### config.mk
export PLATFORM = sky130hd
export DESIGN_NAME = reg_seq
export DESIGN_NICKNAME = d
export VERILOG_FILES = /design/src/rtl/reg_seq.sv
export SDC_FILE = /design/constraint.sdc
export NUM_CORES = 1
export LEC_CHECK = 0
export ABC_CLOCK_PERIOD_IN_PS = 2600
export CAP_MARGIN = 40
export CORE_MARGIN = 3
export CORE_UTILIZATION = 42
export CTS_BUF_LIST = sky130_fd_sc_hd__clkbuf_8
export DETAILED_ROUTE_END_ITERATION = 16
export PLACE_DENSITY = 0.66
export SKIP_CTS_REPAIR_TIMING = 1
export SYNTH_ARGS = -nofsm -noshare
export SYNTH_HDL_FRONTEND = slang
export SYNTH_SLANG_ARGS = --single-unit
### constraint.sdc
create_clock -name clk -period 2.6 [get_ports clk]
set_clock_uncertainty 0.2 [all_clocks]
set_input_delay 0.39 -clock clk [delete_from_list [all_inputs] [get_ports clk]]
set_output_delay 0.39 -clock clk [all_outputs]
set_load 0.01 [all_outputs]
### src/rtl/reg_seq.sv
// rtl/reg_seq.sv - four-state register-file instruction sequencer
//
// Purpose: accepts one LDI/ADD/SUB/MOV instruction at a time, reads its
// operands from an external register file one per cycle, and writes the
// result back in a single write-back cycle.
//
// Ports:
//   clk, rst                  clock; synchronous active-high reset
//   instr_valid/instr_ready   instruction handshake
//   instr_op/rd/ra/rb/imm     instruction fields, latched on handshake
//   rf_rsel, rf_q             register-file read select / read data
//   rf_en, rf_wsel, rf_d      register-file write enable / select / data
//   done                      one-cycle pulse in the write-back cycle
//   carry                     ADD carry-out / SUB borrow flag
module reg_seq #(
   parameter int DATA_W = 16
) (
   input  logic              clk,
   input  logic              rst,
   input  logic              instr_valid,
   output logic              instr_ready,
   input  logic [1:0]        instr_op,
   input  logic [1:0]        instr_rd,
   input  logic [1:0]        instr_ra,
   input  logic [1:0]        instr_rb,
   input  logic [DATA_W-1:0] instr_imm,
   input  logic [DATA_W-1:0] rf_q,
   output logic [1:0]        rf_rsel,
   output logic              rf_en,
   output logic [1:0]        rf_wsel,
   output logic [DATA_W-1:0] rf_d,
   output logic              done,
   output logic              carry
);

   typedef enum logic [1:0] {IDLE, RDA, RDB, WB} state_t;

   localparam logic [1:0] OP_LDI = 2'b00;
   localparam logic [1:0] OP_ADD = 2'b01;
   localparam logic [1:0] OP_SUB = 2'b10;
   localparam logic [1:0] OP_MOV = 2'b11;

   state_t            state;
   logic [1:0]        op_q;
   logic [1:0]        rd_q;
   logic [1:0]        ra_q;
   logic [1:0]        rb_q;
   logic [DATA_W-1:0] imm_q;
   logic [DATA_W-1:0] opa;
   logic [DATA_W-1:0] opb;
   logic              carry_q;

   logic [DATA_W:0]   sum;
   logic [DATA_W-1:0] diff;
   logic              borrow;
   logic [DATA_W-1:0] wb_data;
   logic              in_wb;

   assign sum    = {1'b0, opa} + {1'b0, opb};
   assign diff   = opa - opb;
   assign borrow = (opa < opb);

   always_comb begin
      wb_data = '0;
      case (op_q)
         OP_LDI:  wb_data = imm_q;
         OP_ADD:  wb_data = sum[DATA_W-1:0];
         OP_SUB:  wb_data = diff;
         default: wb_data = opa;
      endcase
   end

   // Outputs are decoded from the state register and forced quiet while rst
   // is high, so a reset raised during WB suppresses the pending write.
   assign in_wb       = (state == WB) && !rst;
   assign instr_ready = (state == IDLE) && !rst;
   assign rf_en       = in_wb;
   assign done        = in_wb;
   assign rf_wsel     = in_wb ? rd_q : 2'b00;
   assign rf_d        = in_wb ? wb_data : '0;
   assign rf_rsel     = rst            ? 2'b00 :
                        (state == RDA) ? ra_q  :
                        (state == RDB) ? rb_q  : 2'b00;
   assign carry       = carry_q;

   always_ff @(posedge clk) begin
      if (rst) begin
         state   <= IDLE;
         op_q    <= '0;
         rd_q    <= '0;
         ra_q    <= '0;
         rb_q    <= '0;
         imm_q   <= '0;
         opa     <= '0;
         opb     <= '0;
         carry_q <= 1'b0;
      end else begin
         case (state)
            IDLE: begin
               if (instr_valid) begin
                  op_q  <= instr_op;
                  rd_q  <= instr_rd;
                  ra_q  <= instr_ra;
                  rb_q  <= instr_rb;
                  imm_q <= instr_imm;
                  state <= (instr_op == OP_LDI) ? WB : RDA;
               end
            end
            RDA: begin
               opa   <= rf_q;
               state <= (op_q == OP_MOV) ? WB : RDB;
            end
            RDB: begin
               opb   <= rf_q;
               state <= WB;
            end
            WB: begin
               if (op_q == OP_ADD)
                  carry_q <= sum[DATA_W];
               else if (op_q == OP_SUB)
                  carry_q <= borrow;
               state <= IDLE;
            end
            default: state <= IDLE;
         endcase
      end
   end

endmodule

==> results of run 1 <==
==> worst paths after layout <==
| check | start | endpoint | slack [ns] | cells past startpoint |
|---|---|---|---|---|
| max | opb[0] | rf_d[12] | -0.83 | 11 |
| min | rb_q[0] | rb_q[0] | 0.26 | 2 |
| max reg2reg | opa[1] | carry | 0.05 | 8 |
| min reg2reg | rb_q[0] | rb_q[0] | 0.26 | 2 |
==> layer usage <==
| layer | part of all wire (%) | vias up | global-route usage, % | wire, µm |
|---|---|---|---|---|
| met2 | 48 | 132 | 40.0 | 7020 |
| met4 | 1.9 | 0 | 8.21 | 272 |
| li1 | - | 2293 | - | - |
| met1 | 45 | 2168 | 32.7 | 6550 |
| met5 | 0 | - | 0 | 0 |
| met3 | 5.0 | 21 | 5.04 | 731 |
==> cells by family after synthesis <==
logic type               synth area share [%]
AO/OA/AOI/OAI                            22.8
XOR/XNOR                                 2.42
adder cells (fa/ha/maj)                  13.3
flip-flops                               27.2
buffers and inverters                    6.91
AND/OR/NAND/NOR                          18.8
multiplexers                             8.60
==> sequential cells by signal, indices dropped and copies added, names as in the netlist <==
name,flops
imm_q,16
opa,16
opb,16
op_q,2
ra_q,2
rb_q,2
rd_q,2
state,2
carry,1
==> power groups by stage <==
stage,Clock (mW),Combinational (mW),Sequential (mW)
5_1_grt,0.947,4.14,1.29
4_1_cts,0.912,3.37,1.24
6_report,0.890,3.82,1.27
3_5_place_dp,0,3.34,1.26
2_1_floorplan,0,2.06,1.23
3_3_place_gp,0,3.32,1.25
==> metrics by stage <==
stage | utilization (%) | setup WS [ns] | cell area [µm²] | hold slack (ns) | instances
6_report | 67.2 | -0.829 | 6660 | 0.257 | 868
5_1_grt | 67.2 | -0.974 | 6660 | 0.278 | 868
4_1_cts | 62.8 | -1.24 | 6220 | 0.256 | 860
3_5_place_dp | 60.8 | -0.789 | 6020 | 0.245 | 844
3_3_place_gp | 60.8 | -0.777 | 6020 | 0.241 | 844
2_1_floorplan | - | -0.140 | 4450 | 0.232 | 558
==> worst reg2reg max path: stages, from the launching register on <==
cell and delay [ns]:
dfxtp_2 0.41, inv_2 0.08, fa_2 0.41, o21ba_4 0.21
nand2b_4 0.17, a2111oi_4 0.34, o32ai_2 0.16, o31a_1 0.28
o311ai_2 0.22
==> area by class of cell <==
type	count	area share, %
Inverter	39	2.20
Clock buffer	10	2.07
Multi-Input combinational cell	426	50.1
Sequential cell	59	18.0
Tap cell	133	2.50
Timing Repair Buffer	195	24.2
Clock inverter	6	0.996
==> layout by cell type (no fill, tap or decap), types with 5 or more instances in the layout <==
cell type and n:
a221oi_2 7, a21o_1 7, ha_4 9, ha_2 5
xnor2_1 9, buf_6 8, a21oi_1 57, nor2_1 51
clkbuf_8 10, nand2_1 68, clkbuf_2 5, mux2i_1 34
buf_4 122, a21oi_2 6, ha_1 29, dfxtp_2 7
dfxtp_1 50, inv_2 6, inv_1 33, nand3_1 5
o21ai_0 23, clkdlybuf4s50_1 45, buf_2 8, nand2b_1 6
dlymetal6s2s_1 7
==> results_dict.tcl, run 1 <==
set metrics [dict create \
    status "complete, but fails checks" \
    violations "setup timing" \
    crit_buf_inv 2 \
    htree_levels 3 \
    path_clk_slew_ns 0.07 \
    viasPerCell 5.32 \
    crit_chain "buf_4 -> ha_4 -> fa_2 -> nor2b_4 -> o21ai_2 -> a31o_4 -> a2111oi_4 -> or3_1 -> nand3_2 -> a21oi_2 -> buf_2" \
    initial_utilization_pct 43.9 \
    synth_edf_count 0 \
    grt_usage_pct 24.7 \
    p_total_mw 5.98 \
    finalSetupViolCount 15 \
    globalRouteOverflowTotal 0 \
    fmax_mhz 292 \
    avgSynthCellArea_um2 7.79 \
    nets 818 \
    cts_tree "yes" \
    crit_type "reg2out" \
    yosysMostFrequentCell "nand2_1" \
    min_path_type "reg2reg" \
    powerDensity_nw_per_um2 898 \
    critical_path_arrival_ns 2.84 \
    die_w_um 108 \
    fillers 839 \
    dp_hpwl_um 10300 \
    crit_required_ns 2.01 \
    numClockSinks 59 \
    synth_common_cells "nand2_1, a21oi_1, dfxtp_1, nor2_1, ha_1" \
    synth_area_leaders "dfxtp_1, ha_1, mux2i_1, a21oi_1, nand2_1" \
    first_pass_iters 5 \
    slew_viol_final 0 \
    worstPathMaxFanout 4 \
    intPower_mw 3.44 \
    syn_nets 646 \
    finalCriticalPeriod_ns 3.43 \
    hold_viol_final 0 \
    min_period_over_period_pct 132 \
    num_antenna_cells 0 \
    setup-tns-final_ns -7.77 \
    p_comb_share_pct 63.9 \
    antenna_found_initial 0 \
    p_clk_share_pct 14.9 \
    finalWorstSetupSlack_ns -0.829 \
    regArea_um2 1200 \
    clkLatencyLatePin_ns 0.37 \
    vias 4614 \
    synth-main-ff-cell "dfxtp_1" \
    numCtsBuffers 9 \
    grt_max_degree 64 \
    cp_slowest_cell "fa_2" \
    cts_buffer_depth 2 \
    die_y_um 108 \
    leakage_nw 2.94 \
    gp_congestion 0.887 \
    worst_pin_slew_ns 0.760 \
    synthDistinctLibCells 66 \
    p_sw_share_pct 42.4 \
    routed_wl_um 14600 \
    netlist.area_leader.share_pct 27.2 \
    p_switching_mw 2.54 \
    core_um2 9910 \
    syn_area_um2 4350 \
    drive_above_1_share_pct 34.3 \
    ys_seq_elements 59 \
    seqPwrFrac_pct 21.2 \
    yosysSeqAreaShare_pct 27.2 \
    areaGrowthSynthToFinish_pct 53.2 \
    crit_path_max_incr_delay_ns 0.40 \
    cts_root_buf "clkbuf_8" \
    critPathLaunchType "register" \
    drt_iter0_drc 215 \
    relSlewSlack_pct 49.2 \
    io_buffers 66 \
    critPathCaptureType "output port" \
    wire_per_inst_um 16.8 \
    grt_pass1_vias 4564 \
    synthCells 558 \
    multiInputGateArea_um2 3340 \
    grt_pass1_wl_um 22600 \
    final_antenna_net_count 0 \
    drcViolationCount 0 \
    ios 67 \
    peakVddDrop_mv 0.542 \
    fp-row-count 36 \
    critPathTopFamily "compound AO/OA/AOI/OAI gates" \
    yosysWarningCount 0 \
    die_area_um2 11600 \
    rsz0062_at_grt "yes" \
    ys_async_sr_fraction_pct 0 \
    yosysTopAreaCell "dfxtp_1" \
    cap_viol_max_count 0 \
]
No activity file was read; power rests on OpenSTA's default activity.
==> run 2: changes to the inputs <==
--- a/config.mk
+++ b/config.mk
@@ -10,6 +10,7 @@
 export CORE_MARGIN = 3
 export CORE_UTILIZATION = 42
 export CTS_BUF_LIST = sky130_fd_sc_hd__clkbuf_8
+export CTS_CLUSTER_SIZE = 20
 export DETAILED_ROUTE_END_ITERATION = 16
 export PLACE_DENSITY = 0.66
 export SKIP_CTS_REPAIR_TIMING = 1
==> results of run 2 <==
No change in the layout: final DEF, timing and power equal those of run 1.
==> run 3: changes to the inputs <==
==> constraint.sdc (replaced) <==
create_clock -name clk -period 2.6 [get_ports clk]
set_clock_uncertainty 0.2 [all_clocks]
set_input_delay 0.26 -clock clk [delete_from_list [all_inputs] [get_ports clk]]
set_output_delay 0.26 -clock clk [all_outputs]
set_load 0.01 [all_outputs]
==> results_dict.tcl, run 3 (synthesized netlist as in run 1, its figures left out) <==
set metrics [dict create \
    worst_pin_slew_ns 0.764 \
    final_cells 864 \
    critPathCaptureType "output port" \
    vias 4599 \
    die_area_um2 11600 \
    wire_per_inst_um 16.3 \
    first_pass_iters 6 \
    drt_iter0_drc 251 \
    finalSetupViolCount 14 \
    status "complete, but fails checks" \
    antenna_found_initial 0 \
    relSlewSlack_pct 48.9 \
    powerDensity_nw_per_um2 899 \
    worstPathMaxFanout 3 \
    regArea_um2 1200 \
    finalWorstSetupSlack_ns -0.622 \
    place_ws_ns -0.640 \
    viasPerCell 5.32 \
    cp_slowest_cell "dfxtp_4" \
    dpl.cell_count 839 \
    gp_congestion 0.928 \
    areaGrowthSynthToFinish_pct 49.3 \
    crit_path_max_incr_delay_ns 0.37 \
    die_w_um 108 \
    critical_path_arrival_ns 2.76 \
    fillers 864 \
    io_buffers 66 \
    cts_tree "yes" \
    intPower_mw 3.31 \
    p_switching_mw 2.53 \
    drive_above_1_share_pct 32.4 \
    crit_required_ns 2.14 \
    dp_hpwl_um 10300 \
    seqPwrFrac_pct 21.6 \
    die_y_um 108 \
    final_core_util_pct 65.5 \
    min_path_type "in2reg" \
    ios 67 \
    fp-row-count 36 \
    top_regs "imm_q (16), opa (16), opb (16)" \
    critPathLaunchType "register" \
    grt_usage_pct 24.1 \
    cts_buffer_depth 2 \
    layout_commonest_cell "buf_4" \
    grt_pass1_vias 4507 \
    initial_utilization_pct 43.9 \
    clkLatencyLatePin_ns 0.37 \
    layout_common_cells "buf_4, nand2_1, a21oi_1" \
    p_clk_share_pct 13.5 \
    path_clk_slew_ns 0.09 \
    final_antenna_net_count 0 \
    numClockSinks 59 \
    cts_root_buf "clkbuf_8" \
    routed_wl_um 14100 \
    holdWs_ns 0.235 \
    globalRouteOverflowTotal 0 \
    num_antenna_cells 0 \
    finalCriticalPeriod_ns 3.22 \
    critPathTopFamily "compound AO/OA/AOI/OAI gates" \
    violations "setup timing" \
    grt_pass1_wl_um 21900 \
    drcViolationCount 0 \
    peakVddDrop_mv 0.531 \
    rsz0062_at_grt "yes" \
    p_sw_share_pct 43.3 \
    htree_levels 3 \
    slew_viol_final 0 \
    core_um2 9910 \
    crit_buf_inv 2 \
    nets 814 \
    numCtsBuffers 9 \
    fmax_mhz 310 \
    multiInputGateArea_um2 3250 \
    leakage_nw 2.83 \
    min_period_over_period_pct 124 \
    p_comb_share_pct 64.9 \
    crit_chain "ha_4 -> inv_2 -> fa_2 -> o21ba_4 -> nand2b_4 -> a2111oi_4 -> o32ai_2 -> xnor2_1 -> a221oi_1 -> a21oi_1 -> buf_2" \
    crit_type "reg2out" \
    grt_max_degree 64 \
    cap_viol_max_count 0 \
    hold_viol_final 0 \
]
## run 3: cell type report
| type | count | share of cell area [%] |
|---|---|---|
| Multi-Input combinational cell | 426 | 50.0 |
| Timing Repair Buffer | 191 | 23.9 |
| Sequential cell | 59 | 18.5 |
| Tap cell | 133 | 2.56 |
| Inverter | 39 | 2.25 |
| Clock buffer | 9 | 1.91 |
| Clock inverter | 7 | 0.829 |
## run 3: layer usage
metal  vias up  global-route usage, %  routed length [µm]
li1       2280                      -                   -
met1      2171                   31.3                6500
met5         -                      0                   0
met3        22                   5.40                 631
met4         0                   7.75                 261
met2       126                   39.4                6730
## run 3: final timing paths
| path | startpoint | to | slack (ns) | cells after the start |
|---|---|---|---|---|
| worst max-delay path | opa[0] | rf_d[14] | -0.62 | 11 |
| worst min-delay path | instr_imm[9] | imm_q[9] | 0.23 | 3 |
| worst max register to register | opa[0] | carry | -0.05 | 10 |
| worst min register to register | rd_q[0] | rd_q[0] | 0.25 | 2 |
## run 3: metrics by stage
stage          area (µm²)  setup TNS [ns]  total power, mW
2_1_floorplan        4410        -0.00961             3.23
3_3_place_gp         5950           -6.46             4.53
3_5_place_dp         5950           -6.73             4.58
4_1_cts              6130          -12.96             5.39
5_1_grt              6490           -7.49             6.26
6_report             6490           -5.39             5.83
## run 3: power by group through the flow
stage	logic [mW]	clock network (mW)	registers, mW
after floorplan	2.00	0	1.23
after detailed placement	3.32	0	1.26
final	3.79	0.790	1.26
after CTS	3.35	0.806	1.24
after global routing	4.12	0.855	1.28
after global placement	3.28	0	1.25
## run 3: tightest hold or removal path, delay by kind of cell
kind | cells | cell delay (ns)
AND/OR/NAND/NOR | 1 | 0.06
AO/OA/AOI/OAI | 1 | 0.05
buffers and inverters | 1 | 0.39
